==> src/rtl/reg_file.sv <==
// 32-entry register file: two combinational read ports, one write port.
// Reads bypass the pending write; register 0 optionally hardwired to zero.
module reg_file #(
    parameter int DATA_WIDTH = 32,
    parameter int ADDR_WIDTH = 5,
    parameter bit ZERO_REG   = 1'b1
) (
    input  logic                  clk,
    input  logic                  rst_n,
    input  logic [ADDR_WIDTH-1:0] rs1_addr,
    input  logic [ADDR_WIDTH-1:0] rs2_addr,
    output logic [DATA_WIDTH-1:0] rs1_data,
    output logic [DATA_WIDTH-1:0] rs2_data,
    input  logic                  wr_en,
    input  logic [ADDR_WIDTH-1:0] wr_addr,
    input  logic [DATA_WIDTH-1:0] wr_data
);

    localparam int DEPTH = 2 ** ADDR_WIDTH;

    logic [DATA_WIDTH-1:0] regs_q [DEPTH];
    logic [DATA_WIDTH-1:0] regs_d [DEPTH];
    logic                  wr_ok;

    // A write lands only when enabled and not aimed at a hardwired zero.
    always_comb begin
        wr_ok = wr_en;
        if (ZERO_REG && (wr_addr == '0)) begin
            wr_ok = 1'b0;
        end
    end

    // Next-state array: current contents with the accepted write merged in.
    always_comb begin
        for (int i = 0; i < DEPTH; i++) begin
            regs_d[i] = regs_q[i];
        end
        if (wr_ok) begin
            regs_d[wr_addr] = wr_data;
        end
    end

    // Register array; reset clears every entry without waiting for a clock.
    always_ff @(posedge clk or negedge rst_n) begin
        if (!rst_n) begin
            for (int i = 0; i < DEPTH; i++) begin
                regs_q[i] <= '0;
            end
        end else begin
            for (int i = 0; i < DEPTH; i++) begin
                regs_q[i] <= regs_d[i];
            end
        end
    end

    // Read port 1: zero register, then bypass, then stored value.
    always_comb begin
        rs1_data = regs_q[rs1_addr];
        if (wr_en && (wr_addr == rs1_addr)) begin
            rs1_data = wr_data;
        end
        if (ZERO_REG && (rs1_addr == '0)) begin
            rs1_data = '0;
        end
        if (!rst_n) begin
            rs1_data = '0;
        end
    end

    // Read port 2: same priority as port 1, evaluated independently.
    always_comb begin
        rs2_data = regs_q[rs2_addr];
        if (wr_en && (wr_addr == rs2_addr)) begin
            rs2_data = wr_data;
        end
        if (ZERO_REG && (rs2_addr == '0)) begin
            rs2_data = '0;
        end
        if (!rst_n) begin
            rs2_data = '0;
        end
    end

endmodule

==> config.mk <==
export PLATFORM = sky130hd
export DESIGN_NAME = reg_file
export DESIGN_NICKNAME = d
export VERILOG_FILES = /design/src/rtl/reg_file.sv
export SDC_FILE = /design/constraint.sdc
export NUM_CORES = 2
export LEC_CHECK = 0
export BUFFER_PORTS_ARGS = -buffer_cell sky130_fd_sc_hd__buf_2
export CAP_MARGIN = 20
export CORE_ASPECT_RATIO = 0.5
export CORE_UTILIZATION = 56
export DETAILED_ROUTE_END_ITERATION = 16
export GPL_TIMING_DRIVEN = 0
export PLACE_DENSITY = 0.75
export SLEW_MARGIN = 20
export SYNTH_ARGS = -nofsm -noshare
export SYNTH_HDL_FRONTEND = slang
export SYNTH_SLANG_ARGS = --single-unit
==> constraint.sdc <==
create_clock -name clk -period 2.6 [get_ports clk]
set_input_delay 0.52 -clock clk [delete_from_list [all_inputs] [get_ports clk]]
set_output_delay 0.52 -clock clk [all_outputs]
set_load 0.01 [all_outputs]
=== Word level (Yosys, flattened, before mapping) ===
Cells that the tools add are included.

* Bits of input ports: 50
* Flip-flop bits (word level): 1024

* Bitwise logic cells: 3
* Eq/ne operators: 2
* Reductions and logical operators: 6
* Muxes and demuxes: 16
* $lt $le $gt $ge: 4

{| class="wikitable"
|+ Operators by type and width
! operator !! count
|-
| 1024-bit bitwise mux || 1
|-
| 32-bit two-way mux || 11
|-
| 32-bit binary-select mux with 5-bit select || 2
|-
| 32-bit demux with 5-bit select || 1
|-
| 6-bit greater-or-equal comparator, second input constant || 3
|-
| 5-bit NOT with 6-bit output || 3
|-
| 5-bit zero test || 3
|-
| 5-bit == test || 2
|-
| 6-bit by 1-bit < comparator with 1-bit output, second input constant || 1
|-
| 1-bit logical AND || 3
|-
| 1-bit two-way mux || 1
|}

=== Logic depth before layout (Yosys ltp) ===
* Depth after elaboration: 7
* Gate-level depth with buffers: 9

=== Worst setup path before layout ===
OpenSTA, ideal clock, no wires.

* Path kind: input-to-output
* Start: input rs1_addr[0]
* End: output rs1_data[20]
* Stages on the path: 7
* Setup slack: -0.064 ns
* Data required time: 2.080 ns
* Arrival time: 2.144 ns
* Buffers on the path: 3
* Cells stage by stage: buf_2 buf_2 buf_2 mux4_2 a22oi_1 nand4_1 o2111a_1

* Longest elaborated chain between the ends: 7
* Elaborated cells on any way between the ends: 10
* Classes of those cells: eq/ne: 1; mux: 6; bitwise: 1; reduce/logical: 2

{| class="wikitable"
|+ Ends and longest elaborated chain
! item !! line !! RTL
|-
| from (decl) || 10 || <nowiki>input logic [ADDR_WIDTH-1:0] rs1_addr,</nowiki>
|-
| 5-bit NOT with 6-bit output (not written as such) || 58 || <nowiki>rs1_data = regs_q[rs1_addr];</nowiki>
|-
| 32-bit binary-select mux with 5-bit select || 58 ||
|-
| 32-bit two-way mux (not written as such) (2 in a row) || 58 ||
|-
| 32-bit two-way mux || 59 || <nowiki>if (wr_en && (wr_addr == rs1_addr)) begin</nowiki>
|-
| 32-bit two-way mux (*) || 62 || <nowiki>if (ZERO_REG && (rs1_addr == '0)) begin</nowiki>
|-
| 32-bit two-way mux (*) || 65 || <nowiki>if (!rst_n) begin</nowiki>
|-
| to (decl) || 12 || <nowiki>output logic [DATA_WIDTH-1:0] rs1_data,</nowiki>
|}

Mark *: on every way between the ends. The rest lies on a longest branch, timed or not. The select of a mux whose other input is x is not followed.

=== Worst setup path after layout ===
* Start: input rs2_addr[1]
* End: output rs2_data[5]

* Longest elaborated chain between the ends: 7
* Elaborated cells on any way between the ends: 10
* Classes of those cells: eq/ne: 1; mux: 6; bitwise: 1; reduce/logical: 2

{| class="wikitable"
|+ Ends and longest elaborated chain
! item !! line !! RTL
|-
| from (decl) || 11 || <nowiki>input logic [ADDR_WIDTH-1:0] rs2_addr,</nowiki>
|-
| 5-bit NOT with 6-bit output (not written as such) || 72 || <nowiki>rs2_data = regs_q[rs2_addr];</nowiki>
|-
| 32-bit binary-select mux with 5-bit select || 72 ||
|-
| 32-bit two-way mux (not written as such) (2 in a row) || 72 ||
|-
| 32-bit two-way mux || 73 || <nowiki>if (wr_en && (wr_addr == rs2_addr)) begin</nowiki>
|-
| 32-bit two-way mux (*) || 76 || <nowiki>if (ZERO_REG && (rs2_addr == '0)) begin</nowiki>
|-
| 32-bit two-way mux (*) || 79 || <nowiki>if (!rst_n) begin</nowiki>
|-
| to (decl) || 13 || <nowiki>output logic [DATA_WIDTH-1:0] rs2_data,</nowiki>
|}

Marked as above.

==> summary.md <==
| Metric | Value |
|---|---|
| Outcome | `complete, but fails checks` |
| Violations in the final reports | `negative hold slack, negative setup slack` |
| Fraction of final layout cells with drive strength greater than 1 | `57.2%` |
| CTS root buf | `sky130_fd_sc_hd__clkbuf_16` |
| Area of the core | `96400 um2` |
| Global placement routability congestion | `1.11` |
| Clock insertion delay at the later pin of the skew report | `720 ps` |
| Number of global-route vias before repair | `41.6k` |
| Top flip-flop cell by instance count after synthesis | `sky130_fd_sc_hd__dfrtp_1` |
| Async S/R FF share, synth | `100%` |
| Max reg flops | `1024` |
| Post-detail-place hpwl | `172 mm` |
| Final design area excluding fillers | `67100 um2` |
| Utilization after layout | `69.6%` |
| Clock tree from TritonCTS | `yes` |
| Pre-CTS setup slack | `-2140 ps` |
| Residual DRC | `0` |
| Stage delay of the slowest cell on the critical path | `450 ps` |
| Wire length of the first global-routing pass | `330 mm` |
| Crit-path slowest cell | `sky130_fd_sc_hd__a221o_1` |
| Count of max-cap constraint violations | `0` |
| Startpoint of the most critical register-to-register path | `regs_q[770]` |
| Number of flops mapped to enable cells by yosys | `0` |
| Die area | `99600 um2` |
| Transition time at the pin with the least slew margin | `1190 ps` |
| Total overflow reported by the global router | `0` |
| Worst Slack Setup Final | `-701 ps` |
| Setup Crit Path Kind | `primary input to output pin` |
| Final critical-path required period | `3300 ps` |
| Clock skew after layout | `0 ps` |
| Final max-slew violation count | `0` |
| Die width | `445 um` |
| First-pass iteration count of the detailed router | `12` |
| Number of violations reported at the end of detailed-routing iteration 0 | `8169` |
| IR Drop Worst-Case VDD | `0.000580 V` |
| Cell taking the most area after synthesis | `sky130_fd_sc_hd__dfrtp_1` |
| Final worst path period share | `127%` |
| Post-detailed-route count of antenna-violating nets | `0` |
| Number of nets in the finished design | `4212` |
| Total placed instance area | `57500 um2` |
| Effective utilization at floorplan | `57.1%` |
| Antenna violations before repair | `9` |
| Post-synthesis area per instance | `14.4 um2` |
| Critical path data required time | `2080 ps` |
| Cell leakage power | `28.8 nW` |
| Top Registers | `regs_q x1024` |
| Number of standard-cell rows in the floorplan | `80` |
| Data arrival at the endpoint of the critical path | `2780 ps` |
| Psw | `16.1 mW` |
| I/O pin count | `114` |
| Unrepaired setup endpoints after global routing | `yes` |
| Type of origin of the critical path | `primary input` |
| Total CTS buffers | `94` |
| WL per Instance | `44.7 um` |
| Final hold violation count | `25` |
| Proportion of power drawn by flip-flops and latches | `43.0%` |
| Power per standard cell area | `744 nW/um2` |
| Sink Count | `1024` |
| Register ranked first by flip-flop count | `regs_q` |
| Sort of element at the end of the critical path | `output pin` |
| Rel. slew slack | `20.8%` |
| Die span in y | `224 um` |
| Register-to-register setup slack | `1580 ps` |
| Critical path peak fanout | `10` |
| Part of the total power dissipated in the clock network | `30.1%` |
| Min-Delay Path Class | `primary input to async pin` |
| Syn_nets | `3870` |
| Total vias in the final route | `43.7k` |
| Cell count after synthesis | `3820` |
| Total Negative Setup Slacks | `-33090 ps` |
| H-tree levels | `3` |
| Final-layout worst hold slack | `-18.8 ps` |
| Total wire length after detailed routing | `248 mm` |
| Total routing usage reported by global routing | `48.9%` |
| Area Overhead vs Synth | `21.9%` |
| Maximum number of pins on one net before global-route repair | `145` |
| Detail-routed via count per cell | `7.87` |
| Setup Viol. Count Final | `71` |
| Post-synth top area share | `46.5%` |
| Relative contribution of combinational cells to total power | `26.9%` |
| Total number of yosys warnings | `0` |
| Cell-by-cell listing of the critical path | `buf_6 -> nor2b_1 -> buf_6 -> clkbuf_16 -> a221oi_4 -> buf_4 -> a22oi_2 -> o21ai_4 -> a221o_1 -> buf_2` |
| Cell mode on critical path | `sky130_fd_sc_hd__buf_6` |
| Number of port buffers | `101` |
| Part of the Yosys area used for sequential elements | `46.5%` |
| Peak Freq | `303 MHz` |
| Max Buffers Root-to-Sink | `3` |
| Commonest cells in the netlist | `sky130_fd_sc_hd__dfrtp_1, sky130_fd_sc_hd__mux2_2, sky130_fd_sc_hd__mux4_2, sky130_fd_sc_hd__mux2i_1, sky130_fd_sc_hd__clkbuf_1` |
| Clock slew at the register clock pins of the worst setup and hold paths | `70 ps` |
| Cell types occupying the most area after synthesis | `sky130_fd_sc_hd__dfrtp_1, sky130_fd_sc_hd__mux2_2, sky130_fd_sc_hd__mux4_2, sky130_fd_sc_hd__mux2i_1, sky130_fd_sc_hd__clkbuf_1` |
| Internal Power | `33.8 mW` |
| Number of synthesized register bits | `1024` |
| Library cells used by synthesis | `57` |
| Reg-to-reg endpoint | `regs_q[770]` |
| Area of the mapped netlist | `55100 um2` |
| Switch share | `32.2%` |
| Depth of the worst register-to-register path | `3` |
| Leading cell type by number of instances after synthesis | `sky130_fd_sc_hd__dfrtp_1` |
## cell families (layout without fill, tap and decap cells)
group	Yosys count	in the layout	share of synthesized area, %
flip-flops	1024	1024	46.5
buffers and inverters	445	856	3.99
other	0	16	0
XOR/XNOR	10	10	0.159
AND/OR/NAND/NOR	160	160	1.47
AO/OA/AOI/OAI	553	553	7.24
multiplexers	1628	1628	40.6
## per-stage QoR
| step | power (mW) | cells |
|---|---|---|
| after detailed placement | 32.0 | 5244 |
| after global placement | 31.3 | 5233 |
| after global routing | 50.7 | 5547 |
| final | 49.9 | 5559 |
| after floorplan | 27.7 | 3820 |
| after CTS | 48.0 | 5494 |
## per-layer routing
metal  routed length [um]  track usage (%)  vias up  share of wire [%]
li1                     -                -    15600                  -
met3                49500             35.3     1157                 20
met1                86000             61.4    22700                 35
met2                93300             60.9     4282                 38
met4                17200             24.8       41                6.9
met5                 2310             6.49        -               0.93
## area by class of cell
type | instances | area [um2]
well taps | 1312 | 1640
inverters | 4 | 21.3
repair buffers | 259 | 2750
clock buffers | 137 | 2760
clock inverters | 28 | 428
diodes | 16 | 40.0
plain buffers | 428 | 3810
fillers | 6137 | 29300
multi-input cells | 2351 | 30000
flip-flops and latches | 1024 | 25600
## worst max-delay path, delay by kind of cell
kind / cells / cell delay (ps)
buffers and inverters: 5 / 1080
and+or+nand+nor: 1 / 230
AOI/OAI and AO/OA: 4 / 900
## layout by cell type, fill, tap and decap left out, types with 54 or more instances in the layout
cell                           n
sky130_fd_sc_hd__mux4_2      386
sky130_fd_sc_hd__buf_2       153
sky130_fd_sc_hd__clkbuf_16   106
sky130_fd_sc_hd__a221oi_2     54
sky130_fd_sc_hd__dfrtp_1    1024
sky130_fd_sc_hd__mux2_2      977
sky130_fd_sc_hd__a22oi_2      61
sky130_fd_sc_hd__mux2i_1     222
sky130_fd_sc_hd__buf_4       123
sky130_fd_sc_hd__clkbuf_1    164
sky130_fd_sc_hd__buf_12       60
## how the worst max path moves through the flow
stage	from	slack, ps	end
final	rs2_addr[1]	-700	rs2_data[5]
after CTS	regs_q[770]	-550	rs2_data[2]
after detailed placement	rst_n	-2140	rs2_data[21]
after global routing	regs_q[770]	-670	rs2_data[2]
after global placement	rst_n	-20710	regs_q[219]
after floorplan	rs1_addr[0]	-60	rs1_data[20]
## power groups by stage
stage | Sequential [mW] | Combinational (mW) | Clock, mW
2_1_floorplan | 20.6 | 7.06 | 0
3_3_place_gp | 21.2 | 10.2 | 0
3_5_place_dp | 21.4 | 10.5 | 0
4_1_cts | 21.2 | 12.0 | 14.8
5_1_grt | 21.7 | 13.5 | 15.4
6_report | 21.5 | 13.4 | 15.0
## timing repair
| action | 4_1_cts | 5_1_grt |
|---|---|---|
| buffers inserted | 69 | 55 |
| pin swaps | 132 | 113 |
| hold buffers | 10 | 0 |
| cloned | 15 | 4 |
| resized for setup | 839 | 240 |
| endpoints found under the hold margin | 123 | 0 |
| setup endpoints to repair | 64 | 64 |
(Power assumes the default switching activity.)
